`config.mk`:
```
export PLATFORM = sky130hd
export DESIGN_NAME = vram_arbiter_flat
export DESIGN_NICKNAME = d
export VERILOG_FILES = /design/src/rtl/vram_pkg.sv /design/src/rtl/vram_arbiter_if.sv /design/src/rtl/vram_wbuf.sv /design/src/rtl/vram_arbiter.sv /design/src/flat_wrapper.sv
export SDC_FILE = /design/constraint.sdc
export NUM_CORES = 1
export LEC_CHECK = 0
export CAP_MARGIN = 20
export CORE_MARGIN = 1.5
export CORE_UTILIZATION = 38
export DETAILED_ROUTE_END_ITERATION = 8
export HOLD_SLACK_MARGIN = 0.05
export PLACE_DENSITY_LB_ADDON = 0.12
export SLEW_MARGIN = 20
export SYNTH_ARGS = -nofsm -noshare
export SYNTH_HDL_FRONTEND = slang
export SYNTH_HIERARCHICAL = 1
export SYNTH_SLANG_ARGS = --single-unit
```
`constraint.sdc`:
```
create_clock -name clk -period 1.9 [get_ports clk]
set_input_delay 0.285 -clock clk [delete_from_list [all_inputs] [get_ports clk]]
set_output_delay 0.285 -clock clk [all_outputs]
set_load 0.05 [all_outputs]
```
`src/rtl/vram_pkg.sv`:
```
// Shared types and defaults for the VRAM arbiter slice.
package vram_pkg;
    localparam int unsigned AW_DEF     = 13;
    localparam int unsigned DW_DEF     = 16;
    localparam int unsigned STAT_W_DEF = 16;

    typedef enum logic [1:0] {
        OWN_NONE = 2'd0,
        OWN_DPY  = 2'd1,
        OWN_CPU  = 2'd2
    } owner_t;

    typedef enum logic {
        WB_EMPTY = 1'b0,
        WB_FULL  = 1'b1
    } wbuf_state_t;
endpackage

```
`src/rtl/vram_arbiter_if.sv`:
```
// CPU bus into the VRAM arbiter: valid/ready request channel plus read return.
interface vram_arbiter_if
    import vram_pkg::*;
#(
    parameter int unsigned AW = AW_DEF,
    parameter int unsigned DW = DW_DEF
) ();
    logic          valid;
    logic          ready;
    logic          we;
    logic [AW-1:0] addr;
    logic [DW-1:0] wdata;
    logic          rvalid;
    logic [DW-1:0] rdata;

    modport master (output valid, we, addr, wdata, input ready, rvalid, rdata);
    modport slave  (input valid, we, addr, wdata, output ready, rvalid, rdata);
endinterface

```
`src/rtl/vram_wbuf.sv`:
```
// One-entry posted write buffer; a push while draining replaces the entry.
module vram_wbuf
    import vram_pkg::*;
#(
    parameter int unsigned AW = AW_DEF,
    parameter int unsigned DW = DW_DEF
) (
    input  logic          clk,
    input  logic          n_rst,
    input  logic          push,
    input  logic [AW-1:0] push_addr,
    input  logic [DW-1:0] push_data,
    input  logic          drain,
    output logic          full,
    output logic [AW-1:0] addr,
    output logic [DW-1:0] data
);
    wbuf_state_t   state, state_nxt;
    logic [AW-1:0] addr_nxt;
    logic [DW-1:0] data_nxt;

    always_ff @(posedge clk) begin
        if (!n_rst) begin
            state <= WB_EMPTY;
            addr  <= '0;
            data  <= '0;
        end else begin
            state <= state_nxt;
            addr  <= addr_nxt;
            data  <= data_nxt;
        end
    end

    always_comb begin
        state_nxt = state;
        addr_nxt  = addr;
        data_nxt  = data;
        unique case (state)
            WB_EMPTY: begin
                if (push) begin
                    state_nxt = WB_FULL;
                    addr_nxt  = push_addr;
                    data_nxt  = push_data;
                end
            end
            WB_FULL: begin
                if (push) begin
                    addr_nxt = push_addr;
                    data_nxt = push_data;
                end else if (drain) begin
                    state_nxt = WB_EMPTY;
                end
            end
        endcase
    end

    assign full = (state == WB_FULL);
endmodule

```
`src/rtl/vram_arbiter.sv`:
```
// Single-port VRAM arbiter: display > buffered CPU write > CPU read.
// Optional statistics counters under `define VRAM_ARB_STAT_EN.
module vram_arbiter
    import vram_pkg::*;
#(
    parameter int unsigned AW = AW_DEF,
    parameter int unsigned DW = DW_DEF
`ifdef VRAM_ARB_STAT_EN
    ,
    parameter int unsigned STAT_W = STAT_W_DEF
`endif
) (
    input  logic              clk,
    input  logic              n_rst,
    input  logic              dpy_req,
    input  logic [AW-1:0]     dpy_addr,
    output logic              dpy_rvalid,
    output logic [DW-1:0]     dpy_rdata,
    vram_arbiter_if.slave     cpu,
    output logic              mem_en,
    output logic              mem_we,
    output logic [AW-1:0]     mem_addr,
    output logic [DW-1:0]     mem_wdata,
    input  logic [DW-1:0]     mem_rdata
`ifdef VRAM_ARB_STAT_EN
    ,
    input  logic              stat_clr,
    output logic [STAT_W-1:0] stat_dpy_reads,
    output logic [STAT_W-1:0] stat_cpu_stall
`endif
);
    owner_t        owner, owner_nxt;
    logic          wb_full;
    logic [AW-1:0] wb_addr;
    logic [DW-1:0] wb_data;
    logic          drain;
    logic          push;
    logic          rd_grant;

    // Reads wait for an empty buffer so a read never overtakes a posted write.
    assign drain     = wb_full && !dpy_req;
    assign cpu.ready = cpu.we ? (!wb_full || drain) : (!dpy_req && !wb_full);
    assign push      = cpu.valid && cpu.we && cpu.ready;
    assign rd_grant  = cpu.valid && !cpu.we && cpu.ready;

    vram_wbuf #(
        .AW(AW),
        .DW(DW)
    ) u_wbuf (
        .clk      (clk),
        .n_rst    (n_rst),
        .push     (push),
        .push_addr(cpu.addr),
        .push_data(cpu.wdata),
        .drain    (drain),
        .full     (wb_full),
        .addr     (wb_addr),
        .data     (wb_data)
    );

    always_comb begin
        mem_en    = 1'b0;
        mem_we    = 1'b0;
        mem_addr  = '0;
        mem_wdata = '0;
        owner_nxt = OWN_NONE;
        if (dpy_req) begin
            mem_en    = 1'b1;
            mem_addr  = dpy_addr;
            owner_nxt = OWN_DPY;
        end else if (wb_full) begin
            mem_en    = 1'b1;
            mem_we    = 1'b1;
            mem_addr  = wb_addr;
            mem_wdata = wb_data;
        end else if (rd_grant) begin
            mem_en    = 1'b1;
            mem_addr  = cpu.addr;
            owner_nxt = OWN_CPU;
        end
    end

    always_ff @(posedge clk) begin
        if (!n_rst) owner <= OWN_NONE;
        else        owner <= owner_nxt;
    end

    // RAM output is already registered, so the tag alone times the return.
    assign dpy_rvalid = (owner == OWN_DPY);
    assign dpy_rdata  = dpy_rvalid ? mem_rdata : '0;
    assign cpu.rvalid = (owner == OWN_CPU);
    assign cpu.rdata  = cpu.rvalid ? mem_rdata : '0;

`ifdef VRAM_ARB_STAT_EN
    always_ff @(posedge clk) begin
        if (!n_rst || stat_clr) begin
            stat_dpy_reads <= '0;
            stat_cpu_stall <= '0;
        end else begin
            if (dpy_req && (stat_dpy_reads != '1))
                stat_dpy_reads <= stat_dpy_reads + STAT_W'(1);
            if (cpu.valid && !cpu.ready && (stat_cpu_stall != '1))
                stat_cpu_stall <= stat_cpu_stall + STAT_W'(1);
        end
    end
`endif
endmodule

```
`src/flat_wrapper.sv`:
```
// flat-port wrapper written by rule: the top's interface ports become plain ports
module vram_arbiter_flat import vram_pkg::*;
#(
    parameter int unsigned AW = AW_DEF,
    parameter int unsigned DW = DW_DEF

)
  (clk, n_rst, dpy_req, dpy_addr, dpy_rvalid, dpy_rdata, mem_en, mem_we, mem_addr, mem_wdata, mem_rdata, cpu_valid, cpu_we, cpu_addr, cpu_wdata, cpu_ready, cpu_rvalid, cpu_rdata);
  vram_arbiter_if #(.AW(AW), .DW(DW)) cpu_i ();
  input  logic clk;
  input  logic n_rst;
  input  logic dpy_req;
  input  logic [AW-1:0] dpy_addr;
  output logic dpy_rvalid;
  output logic [DW-1:0] dpy_rdata;
  output logic mem_en;
  output logic mem_we;
  output logic [AW-1:0] mem_addr;
  output logic [DW-1:0] mem_wdata;
  input  logic [DW-1:0] mem_rdata;
  input wire logic [$bits(cpu_i.valid)-1:0] cpu_valid;
  input wire logic [$bits(cpu_i.we)-1:0] cpu_we;
  input wire logic [$bits(cpu_i.addr)-1:0] cpu_addr;
  input wire logic [$bits(cpu_i.wdata)-1:0] cpu_wdata;
  output wire logic [$bits(cpu_i.ready)-1:0] cpu_ready;
  output wire logic [$bits(cpu_i.rvalid)-1:0] cpu_rvalid;
  output wire logic [$bits(cpu_i.rdata)-1:0] cpu_rdata;
  assign cpu_i.valid = cpu_valid;
  assign cpu_i.we = cpu_we;
  assign cpu_i.addr = cpu_addr;
  assign cpu_i.wdata = cpu_wdata;
  assign cpu_ready = cpu_i.ready;
  assign cpu_rvalid = cpu_i.rvalid;
  assign cpu_rdata = cpu_i.rdata;
  vram_arbiter #(.AW(AW), .DW(DW)) u_core (.clk(clk), .n_rst(n_rst), .dpy_req(dpy_req), .dpy_addr(dpy_addr), .dpy_rvalid(dpy_rvalid), .dpy_rdata(dpy_rdata), .cpu(cpu_i), .mem_en(mem_en), .mem_we(mem_we), .mem_addr(mem_addr), .mem_wdata(mem_wdata), .mem_rdata(mem_rdata));
endmodule
```
==> results.ini <==
[clock_network]
cts_setup_buffers = 0
clkLatencyLatePin_ns = 0.28
cts-root-buf = clkbuf_8
cts.sinks = 32
cts.reportedPaths.clkPinSlew_ns = 0.06
cts_hold_buf = 0
clockBufferDepth = 2
cts_tree = built
numCtsBuffers = 5
htreeDepth = 2

[cells_and_area]
utilization_pct = 85.1
final_common_cell = buf_12
layout_common_cells = buf_12 (67), and2_1 (63), clkdlybuf4s50_1 (59), nor2b_1 (32), dfxtp_1 (31)
fin_area_um2 = 4020
fillers = 259
syn2layout_area_growth_pct = 115
fin_nets = 394
antennaDiodeCount = 0
multiInputGateArea_um2 = 1100
drive_above_1_share_pct = 29.0
regArea_um2 = 644

[timing]
setup_viol = 0
fin_crit_ns = 1.85
post-route-period-util_pct = 97.3
rsz0062_at_grt = false
fin_skew_ns = 0.00406
fin_ws_ns = 0.0505
max_freq_mhz = 541
slew_viol_final = 0
worstMarginPinSlew_ns = 0.317
hold_violations = 0
max-slew-margin-rel_pct = 78.8

[grt]
grt_max_degree = 18
grt_pass1_vias = 1814
antenna_found_initial = 0
grt_pass1_wl_mm = 9.36
grt-ovfl-total = 0
grt_use_total_pct = 23.2

[floorplanning]
core_region_area_um2 = 4720
initial_core_util_pct = 39.6
dieArea_um2 = 5350
die_w_um = 73.2
boundaryPins = 129
num_rows = 25
die_h_um = 73.2

[worst_setup_path]
cp.required_ns = 1.62
path_buf_inv = 2
critical_path.slowest_cell = dfxtp_4
worst-setup-path-type = reg -> out
crit_chain = nor4b_4, buf_4, a221o_1, buf_12
path_max_fanout = 5
start_kind = flip-flop
endpoint_kind = primary output
crit_arrival_ns = 1.56
path_delay_family = flip-flops
crit_path_max_incr_delay_ns = 0.37

[power_and_ir_drop]
p_leak_nw = 1.62
p_per_area_nw_per_um2 = 500
power.total_mw = 2.01
max-vdd-ir-drop_mv = 0.619

[drt]
post_drt_via_cell_ratio = 4.83
postRouteAntennaNets = 0
post_drt_wl_per_cell_um = 15.5
drt-total-wl_mm = 6.19
drc_errors = 0
dr.pass1.iters = 4
drt_iter0_markers = 45
num_vias = 1922

[synthesis]
synth_fp_nets = 256
syn_inst = 193
synth_seq_cells = 32
synth_warnings = 6
ys_top_cells_by_area = dfxtp_1 (34%), and2_1 (21%), mux2i_1 (16%)
synth_cell_types = 20
netlist_area_um2 = 1870
synth_seq_area_share_pct = 34.2
synth_top_area_cell = dfxtp_1
yosysTopAreaCellShare_pct = 34.2
synth.avg_cell_area_um2 = 9.69

[placed_design]
pre_cts_slack_ns = -0.0703
io_buffers = 128
hpwl_mm = 4.92
place.gp.congestion = 0.787
place_area_um2 = 3900

[min_path]
min_path_type = reg -> reg

[run_status]
status = finished clean

[run]
maxCapViolCount = 0

## power by group
| part | switching (mW) | internal, mW |
|---|---|---|
| sequential | 0.0195 | 0.705 |
| combinational | 0.336 | 0.395 |
| clock | 0.233 | 0.322 |
## Yosys cell counts, drive strengths merged
cell and n:
a21oi 1, a221o 13, and2 63, buf 10, clkbuf 4, dfxtp 32
inv 2, maj3 1, mux2i 29, nand2 1, nand2b 1, nand3 1
nor2b 33, nor4b 1, o21a 1
## registers in the layout, indices dropped and copies added (netlist names)
register            cells
u_core/u_wbuf/data     16
u_core/owner            2
u_core/u_wbuf/addr     13
u_core/u_wbuf/full      1
## final timing paths
path,from,endpoint,slack (ns),cells past startpoint
max,u_core/u_wbuf/full,mem_addr[8],0.05,4
min,u_core/u_wbuf/data[6],u_core/u_wbuf/data[6],0.51,2
max reg2reg,u_core/u_wbuf/full,u_core/u_wbuf/addr[5],0.66,4
min reg2reg,u_core/u_wbuf/data[6],u_core/u_wbuf/data[6],0.51,2
## through the flow
step	setup TNS [ns]	std cells	hold WS [ns]
floorplan	0	193	0.407
global placement	-0.754	390	0.486
detailed placement	-0.966	390	0.500
CTS	0	397	0.517
global route	0	398	0.534
finish	0	398	0.511
## worst reg2reg max path: stages, from the launching register on
cell,delay [ns]
dfxtp_4,0.37
a21oi_4,0.19
buf_12,0.20
mux2i_1,0.26
nor2b_1,0.10
## kinds of logic after synthesis
family / count (synthesis) / synth area share (%)
DFF: 32 / 34.2
adders and majority gates: 1 / 0.602
and+or+nand+nor: 100 / 34.3
muxes: 29 / 15.5
AOI/OAI and AO/OA: 15 / 7.63
buffers and inverters: 16 / 7.69
## area by class of cell
class                   instances  share of cell area, %
multi-input cells             145                   27.3
flip-flops and latches         32                   16.0
well taps                      67                   2.09
inverters                       2                  0.187
clock buffers                   7                   2.40
repair buffers                145                   52.0
## repair_timing
item / in CTS / in global routing
hold endpoints to repair: 0 / 0
cloned: 0 / 1
pin swaps: 0 / 2
endpoints found under the setup margin: 24 / 16
resized for setup: 3 / 4
## per-layer routing
metal	GRT usage, %	part of all wire, %	vias to the layer above	routed length, µm
li1	-	-	915	-
met1	25.8	39	883	2400
met2	41.2	51	105	3160
met3	7.60	8.1	19	498
met4	7.97	2.0	0	125
met5	0	0	-	0
No activity file was read; power rests on OpenSTA's default activity.
